<file path="src/rtl/median_pkg.sv">
// Shared types and constants for the median window feeder and its line buffer.
package median_pkg;

  localparam int DW_DEFAULT = 8;
  localparam int WIN_N      = 9;

  typedef enum logic [1:0] {
    IDLE,
    EMIT,
    WAIT
  } state_t;

endpackage

</file>
<file path="src/rtl/median_line_buffer.sv">
// Two line buffers sharing one address; reads return the contents before this cycle's write.
module median_line_buffer #(
  parameter  int IMG_W = 16,
  parameter  int DW    = 8,
  localparam int AW    = (IMG_W > 1) ? $clog2(IMG_W) : 1
) (
  input  logic          clk,
  input  logic          we,
  input  logic [AW-1:0] addr,
  input  logic [DW-1:0] din,
  output logic [DW-1:0] rd0,
  output logic [DW-1:0] rd1
);

  logic [DW-1:0] lb0 [IMG_W];
  logic [DW-1:0] lb1 [IMG_W];

  assign rd0 = lb0[addr];
  assign rd1 = lb1[addr];

  // NOTE: the arrays carry no reset; row/col gating keeps stale data from ever being emitted.
  always_ff @(posedge clk) begin
    if (we) begin
      lb1[addr] <= lb0[addr];
      lb0[addr] <= din;
    end
  end

endmodule

</file>
<file path="src/rtl/median_window_feeder.sv">
// Builds 3x3 neighbourhoods from a raster stream and serialises each one as a 9-sample burst.
module median_window_feeder
  import median_pkg::*;
#(
  parameter int IMG_W = 16,
  parameter int DW    = DW_DEFAULT
) (
  input  logic          CLK,
  input  logic          RST,
  input  logic [DW-1:0] PI,
  input  logic          PVAL,
  input  logic          FSTART,
  output logic          PRDY,
  output logic [DW-1:0] DO,
  output logic          DSO,
  input  logic          MDONE
);

  localparam int AW = $clog2(IMG_W);

  state_t        state, state_nxt;
  logic [AW-1:0] col, col_nxt, pos_col;
  logic [1:0]    row, row_nxt, pos_row;
  logic [3:0]    idx, idx_nxt;
  logic [DW-1:0] do_nxt;
  logic          dso_nxt;
  logic          accept, emit;
  logic [DW-1:0] lb0_rd, lb1_rd;
  logic [DW-1:0] win [WIN_N];

  assign PRDY    = (state == IDLE) && !RST;
  assign accept  = PVAL && PRDY;
  assign pos_col = FSTART ? '0 : col;
  assign pos_row = FSTART ? 2'd0 : row;
  assign emit    = (pos_row == 2'd2) && (pos_col >= AW'(2));

  median_line_buffer #(.IMG_W(IMG_W), .DW(DW)) u_lb (
    .clk  (CLK),
    .we   (accept),
    .addr (pos_col),
    .din  (PI),
    .rd0  (lb0_rd),
    .rd1  (lb1_rd)
  );

  // NOTE: every signal gets its hold value first so no path through the case infers a latch.
  always_comb begin
    state_nxt = state;
    col_nxt   = col;
    row_nxt   = row;
    idx_nxt   = idx;
    do_nxt    = DO;
    dso_nxt   = DSO;
    unique case (state)
      IDLE: begin
        if (accept) begin
          // A frame-start pixel sits at (0,0), so the same update yields col=1,row=0.
          if (pos_col == AW'(IMG_W - 1)) begin
            col_nxt = '0;
            row_nxt = (pos_row == 2'd2) ? 2'd2 : pos_row + 2'd1;
          end else begin
            col_nxt = pos_col + 1'b1;
            row_nxt = pos_row;
          end
          if (emit) begin
            state_nxt = EMIT;
            idx_nxt   = '0;
          end
        end
      end
      EMIT: begin
        // The window is stored row-major, so idx addresses w[idx/3][idx%3] directly.
        do_nxt  = win[idx];
        dso_nxt = 1'b1;
        idx_nxt = idx + 4'd1;
        if (idx == 4'(WIN_N - 1)) state_nxt = WAIT;
      end
      WAIT: begin
        dso_nxt = 1'b0;
        if (MDONE) state_nxt = IDLE;
      end
      default: state_nxt = IDLE;
    endcase
  end

  // NOTE: sequential state uses non-blocking assignments so all registers update from pre-edge values.
  always_ff @(posedge CLK) begin
    if (RST) begin
      state <= IDLE;
      DO    <= '0;
      DSO   <= 1'b0;
      col   <= '0;
      row   <= '0;
      idx   <= '0;
    end else begin
      state <= state_nxt;
      DO    <= do_nxt;
      DSO   <= dso_nxt;
      col   <= col_nxt;
      row   <= row_nxt;
      idx   <= idx_nxt;
    end
  end

  always_ff @(posedge CLK) begin
    if (accept) begin
      for (int r = 0; r < 3; r++) begin
        win[3*r]     <= win[3*r + 1];
        win[3*r + 1] <= win[3*r + 2];
      end
      win[2] <= lb1_rd;
      win[5] <= lb0_rd;
      win[8] <= PI;
    end
  end

endmodule

</file>
<file path="config.mk">
export PLATFORM = sky130hd
export DESIGN_NAME = median_window_feeder
export DESIGN_NICKNAME = d
export VERILOG_FILES = /design/src/rtl/median_pkg.sv /design/src/rtl/median_line_buffer.sv /design/src/rtl/median_window_feeder.sv
export SDC_FILE = /design/constraint.sdc
export NUM_CORES = 1
export LEC_CHECK = 0
export ABC_AREA = 1
export CAP_MARGIN = 10
export CORE_MARGIN = 10
export CORE_UTILIZATION = 68
export CTS_CLUSTER_DIAMETER = 50
export DETAILED_ROUTE_END_ITERATION = 6
export DONT_BUFFER_PORTS = 1
export PLACE_DENSITY = 0.93
export SETUP_SLACK_MARGIN = 0.05
export SLEW_MARGIN = 20
export SYNTH_ARGS = -nofsm -noshare
export SYNTH_HDL_FRONTEND = slang
export SYNTH_HIERARCHICAL = 1
export SYNTH_SLANG_ARGS = --single-unit
export TNS_END_PERCENT = 100
</file>
<file path="constraint.sdc">
create_clock -name CLK -period 12.08 [get_ports CLK]
set_input_delay 1.208 -clock CLK [delete_from_list [all_inputs] [get_ports CLK]]
set_output_delay 1.208 -clock CLK [all_outputs]
set_load 0.05 [all_outputs]
</file>
Yosys cells after proc, flatten, opt, wreduce, memory -nomap -nowiden
Memory sizes are Yosys's and may differ from the RTL's. A register that Yosys moved wholly into a read port is not among the register bits.
Cells that the tools add are included.

cells by class
  reductions and logical operators = 10
  order comparisons = 1
  eq/ne operators = 9
  add/sub/neg operators = 3
  mux-type cells = 16

operators by type and width
  operator             number
  $mux 4               4
  $mux 2               7
  $add 4x1->4 const B  2
  $eq 4x4->1 const B   2
  $ne 2x2->1 const B   4
  $pmux 4 s2           1
  $pmux 2 s3           1
  $eq 2x2->1 const B   2
  $ge 4x2->1 const B   1
  $reduce_and 4->1     1
  $reduce_bool 2->1    2
  $logic_and 1x1->1    3
  $reduce_and 3->1     1
  $add 2x1->2 const B  1
  $eq 2x1->1 const B   1
  $logic_not 2->1      1
  $mux 1               2
  $pmux 1 s2           1
  $reduce_and 2->1     1
  $logic_not 1->1      1

word-level totals
  word-level logic and storage cells = 47
  output and inout bits = 10
  memories = 3
  RAM bits = 328
  register bits = 13

memory list
  memory    depth  width  rd ports  clocked after Yosys merged registers in  wr ports  line                        text
  u_lb.lb0  16     8      1         0                                        1         median_line_buffer.sv:15    logic [DW-1:0] lb0 [IMG_W];
  u_lb.lb1  16     8      1         0                                        1         median_line_buffer.sv:16    logic [DW-1:0] lb1 [IMG_W];
  win       9      8      7         1                                        9         median_window_feeder.sv:29  logic [DW-1:0] win [WIN_N];

Logic depth before layout (Yosys ltp)
  depth in word-level cells = 6
  depth in mapped cells = 15

Hierarchy
Netlist, hierarchy kept.

modules (own cells, without submodules)
  module                times used  cells an instance  area an instance (µm²)
  median_line_buffer    1           1054               10831.6
  median_window_feeder  1           363                3892.5

Worst setup path after synthesis
Ideal clock, no wire load.

  path kind = input to register
  start = in RST
  end = mem u_lb.lb0[3][0], enable pin
  cell stages on the path = 5
  slack = 7545 ps
  arrival time = 4147 ps
  buffers on the path = 0
  cells stage by stage = inv_2 nand3_4 inv_1 nand3_1 nor2_1

on the way
  word-level cells in the longest chain between the ends = 5

RTL lines
  element                       line                        text
  from (decl)                   median_window_feeder.sv:9   input logic RST,
  $logic_not 1->1               median_window_feeder.sv:31  assign PRDY = (state == IDLE) && !RST;
  $logic_and 1x1->1             median_window_feeder.sv:31
  $logic_and 1x1->1             median_window_feeder.sv:32  assign accept = PVAL && PRDY;
  via accept                    median_window_feeder.sv:27  logic accept, emit;
  $mux 1                        median_line_buffer.sv:23    if (we) begin
  $mux 1 (implied by the code)  median_line_buffer.sv:25    lb0[addr] <= din;
  to (decl)                     median_line_buffer.sv:15

The timed path passes the listed nets, and every way through them passes these cells.

Worst setup path in the final report
  start = in FSTART
  end = mem u_lb.lb1[8][0], data pin

on the way
  word-level cells in the longest chain between the ends = 2

RTL lines
  element         line                        text
  from (decl)     median_window_feeder.sv:12  input logic FSTART,
  $mux 4          median_window_feeder.sv:33  assign pos_col = FSTART ? '0 : col;
  via pos_col[0]  median_window_feeder.sv:22  logic [AW-1:0] col, col_nxt, pos_col;
  $mem_v2 16x8    -
  via lb0_rd[0]   median_window_feeder.sv:28  logic [DW-1:0] lb0_rd, lb1_rd;
  to (decl)       median_line_buffer.sv:16

The timed path passes the listed nets, and every way through them passes these cells.

==> run summary <==
Hold Crit Start -> win[8][3]$_DFFE_PP_
status -> completed
GR Overflow Total -> 0
Seq/Total Area, Yosys -> 69.7%
first-pass GRT wire length -> 58000 microns
post-route setup slack -> 8.03 ns
Layout Cells excl Fill -> 1707
slowest stage delay, CP -> 0.70 ns
Max Slew Vio Count -> 0
fin crit share -> 33.5%
leak pwr -> 6.51 nW
fraction of layout cells with a size suffix above 1 -> 6.42%
Cells after Synth -> 1417
worst r2r path cells -> 12
cell area after layout -> 0.0159 sq mm
TritonCTS clock tree -> done
Fill cells -> 1120
Die Wd -> 167 microns
clock transition at the registers of the reported paths -> 0.06 ns
post-cts hold buffer count -> 0
drt initial violations -> 2078
most frequent CP cell -> nand2_1
vias per cell -> 6.34
RR Startpoint -> col[0]$_SDFFE_PP0P_
Pre-Repair DR Iteration Count -> 7
WP data arrival -> 4.22 ns
vias -> 10800
FF-to-FF setup slack -> 8.40 ns
f_max -> 247 MHz
synthesized net count -> 1438
area of the multi-input gates -> 0.00382 sq mm
final hold viol count -> 0
unrepaired setup endpoints after global routing -> false
Core ar. -> 0.0212 sq mm
placed cell areas -> 0.0148 sq mm
Seq cells post-synth -> 349
Bufs on Longest Clock Path -> 3
Post-Syn Area -> 0.0147 sq mm
I/O Buffers -> 0
H-Tree Level Count -> 2
postcts setup bufs -> 0
Setup Viol. Count Final -> 0
Die ar. -> 0.0279 sq mm
worst skew pair latency -> 0.52 ns
Hold Crit Class -> register to register
post-cts resize count -> 0
largest net degree at the start of global routing -> 108
CP Class -> input pin to register
dpl ws -> 7.50 ns
Cell Pwr Density -> 157 mW/mm^2
WHS Endpoint -> win[7][3]$_DFFE_PP_
Startpoint Class -> input pin
hold path depth -> 0
highest-count cells in the layout ignoring fill and taps -> 784 x nand2_1, 328 x edfxtp_1, 58 x nand3_1
vias in the first global route -> 10600
worst path required time -> 12.25 ns
worst reg2reg path endpoint -> u_lb/lb1[8][0]$_DFFE_PP_
Peak supply drop -> 0.000113 V
DRC -> 0
row cnt -> 53
Synth warnings -> 6
initial core utilization -> 69.6%
fin nets -> 1428
Final Util -> 75.2%
Worst Tran Pin Value -> 1.15 ns
Die Height -> 167 microns
final WL -> 37700 microns
CTS sink count -> 349
CP endpoint kind -> register
Detail Placement HPWL -> 20400 microns
I/O pins -> 23
Worst Skew -> 0.0360 ns
number of diodes -> 0
Hold WS -> 0.418 ns
antenna viol nets, final -> 0
dpl cells -> 1644
Setup TNS Final -> 0 ns
Avg Cell Area, Syn -> 10.4 sq um
CTS root buffer -> clkbuf_16
Layout area overhead -> 8.01%
initial antenna violation count -> 1
total power -> 2.50 mW
slowest CP cell -> buf_4
min Tclk post-route -> 4.05 ns
Placer Congestion -> 0.943
Num CTS Buffers -> 35
Seq. cell area -> 0.0103 sq mm
gr usage total -> 26.2%
most common cell after layout, fill and taps aside -> nand2_1
max-cap violations -> 0
CP Cell Sequence -> inv_2 -> nand2_1 -> inv_4 -> inv_4 -> buf_4 -> nand2_1 -> nand2_1 -> nand2_1 -> nand2_1 -> nand2_1 -> nand2_1 -> inv_1 -> nand2_1
Netlist cell types -> 26
Routed WL per cell -> 22.1 microns
slew margin rel. -> 23.0%
CP Max Fanout -> 66
[worst max-delay path: cells and delay by family]
family                 cells  cell delay, ns
buffers and inverters      5            1.47
and+or+nand+nor            8            1.46
[report_power, final]
part           total (mW)  internal [mW]  switching [mW]
Sequential           1.35           1.35         0.00699
Clock                1.04          0.598           0.445
Combinational      0.0993         0.0199          0.0793
Total                2.50           1.96           0.531
[worst max path at each step]
stage,cells past startpoint,from,endpoint,slack [ns]
4_1_cts,7,FSTART,u_lb/lb0[14][5]$_DFFE_PP_,7.99
5_1_grt,13,FSTART,u_lb/lb1[9][6]$_DFFE_PP_,7.92
3_5_place_dp,7,FSTART,u_lb/lb0[14][0]$_DFFE_PP_,7.50
6_report,13,FSTART,u_lb/lb1[8][0]$_DFFE_PP_,8.03
2_1_floorplan,5,RST,u_lb/lb0[3][0]$_DFFE_PP_,7.54
3_3_place_gp,7,FSTART,u_lb/lb0[14][0]$_DFFE_PP_,7.76
[logic make-up after synthesis]
logic type | after synthesis | synth area share, %
xor+xnor | 1 | 0.0595
flops | 349 | 69.7
compound gates | 47 | 1.76
buf+inv | 127 | 4.50
fa+ha+maj | 8 | 0.680
simple gates | 885 | 23.2
[cells in the mapped netlist]
library cell / instances / area [sq um]
buf_8: 1 / 15.0
buf_2: 37 / 185
nor2_2: 3 / 18.8
nand4_1: 1 / 6.26
clkbuf_1: 6 / 22.5
xnor2_1: 1 / 8.76
buf_6: 13 / 146
clkbuf_8: 1 / 13.8
o211ai_1: 7 / 52.6
nand2_1: 784 / 2940
o31ai_1: 1 / 7.51
nand3_1: 58 / 290
o21ai_1: 2 / 10.0
dfxtp_1: 21 / 420
nand3_4: 1 / 17.5
ha_1: 8 / 100
inv_1: 58 / 218
or2_2: 2 / 12.5
nor2_1: 36 / 135
o21ai_2: 1 / 8.76
edfxtp_1: 328 / 9850
buf_4: 5 / 37.5
o21ai_0: 16 / 80.1
a21oi_1: 20 / 100
inv_4: 1 / 6.26
inv_2: 5 / 18.8
[registers in the layout (all words and copies together), names as in the netlist]
name      flops
DSO           1
row           2
col           4
DO            8
u_lb/lb1    128
idx           4
win          72
state         2
u_lb/lb0    128
[layout make-up]
type	count	share of cell area, %
timing repair buffer	16	0.779
clock buffer	42	5.87
inverter	64	1.54
clock inverter	20	1.05
sequential	349	64.6
multi-input combinational	941	24.0
tap	275	2.16
[layer usage]
metal  up-vias  wire length (microns)  global-route usage [%]
met2      1032                  17900                    43.6
li1       4600                      -                       -
met4         2                   2480                    14.1
met5         -                     34                       0
met1      4938                  12300                    31.3
met3       254                   4970                    5.71
Note: power is estimated with default switching activity, not from simulation.
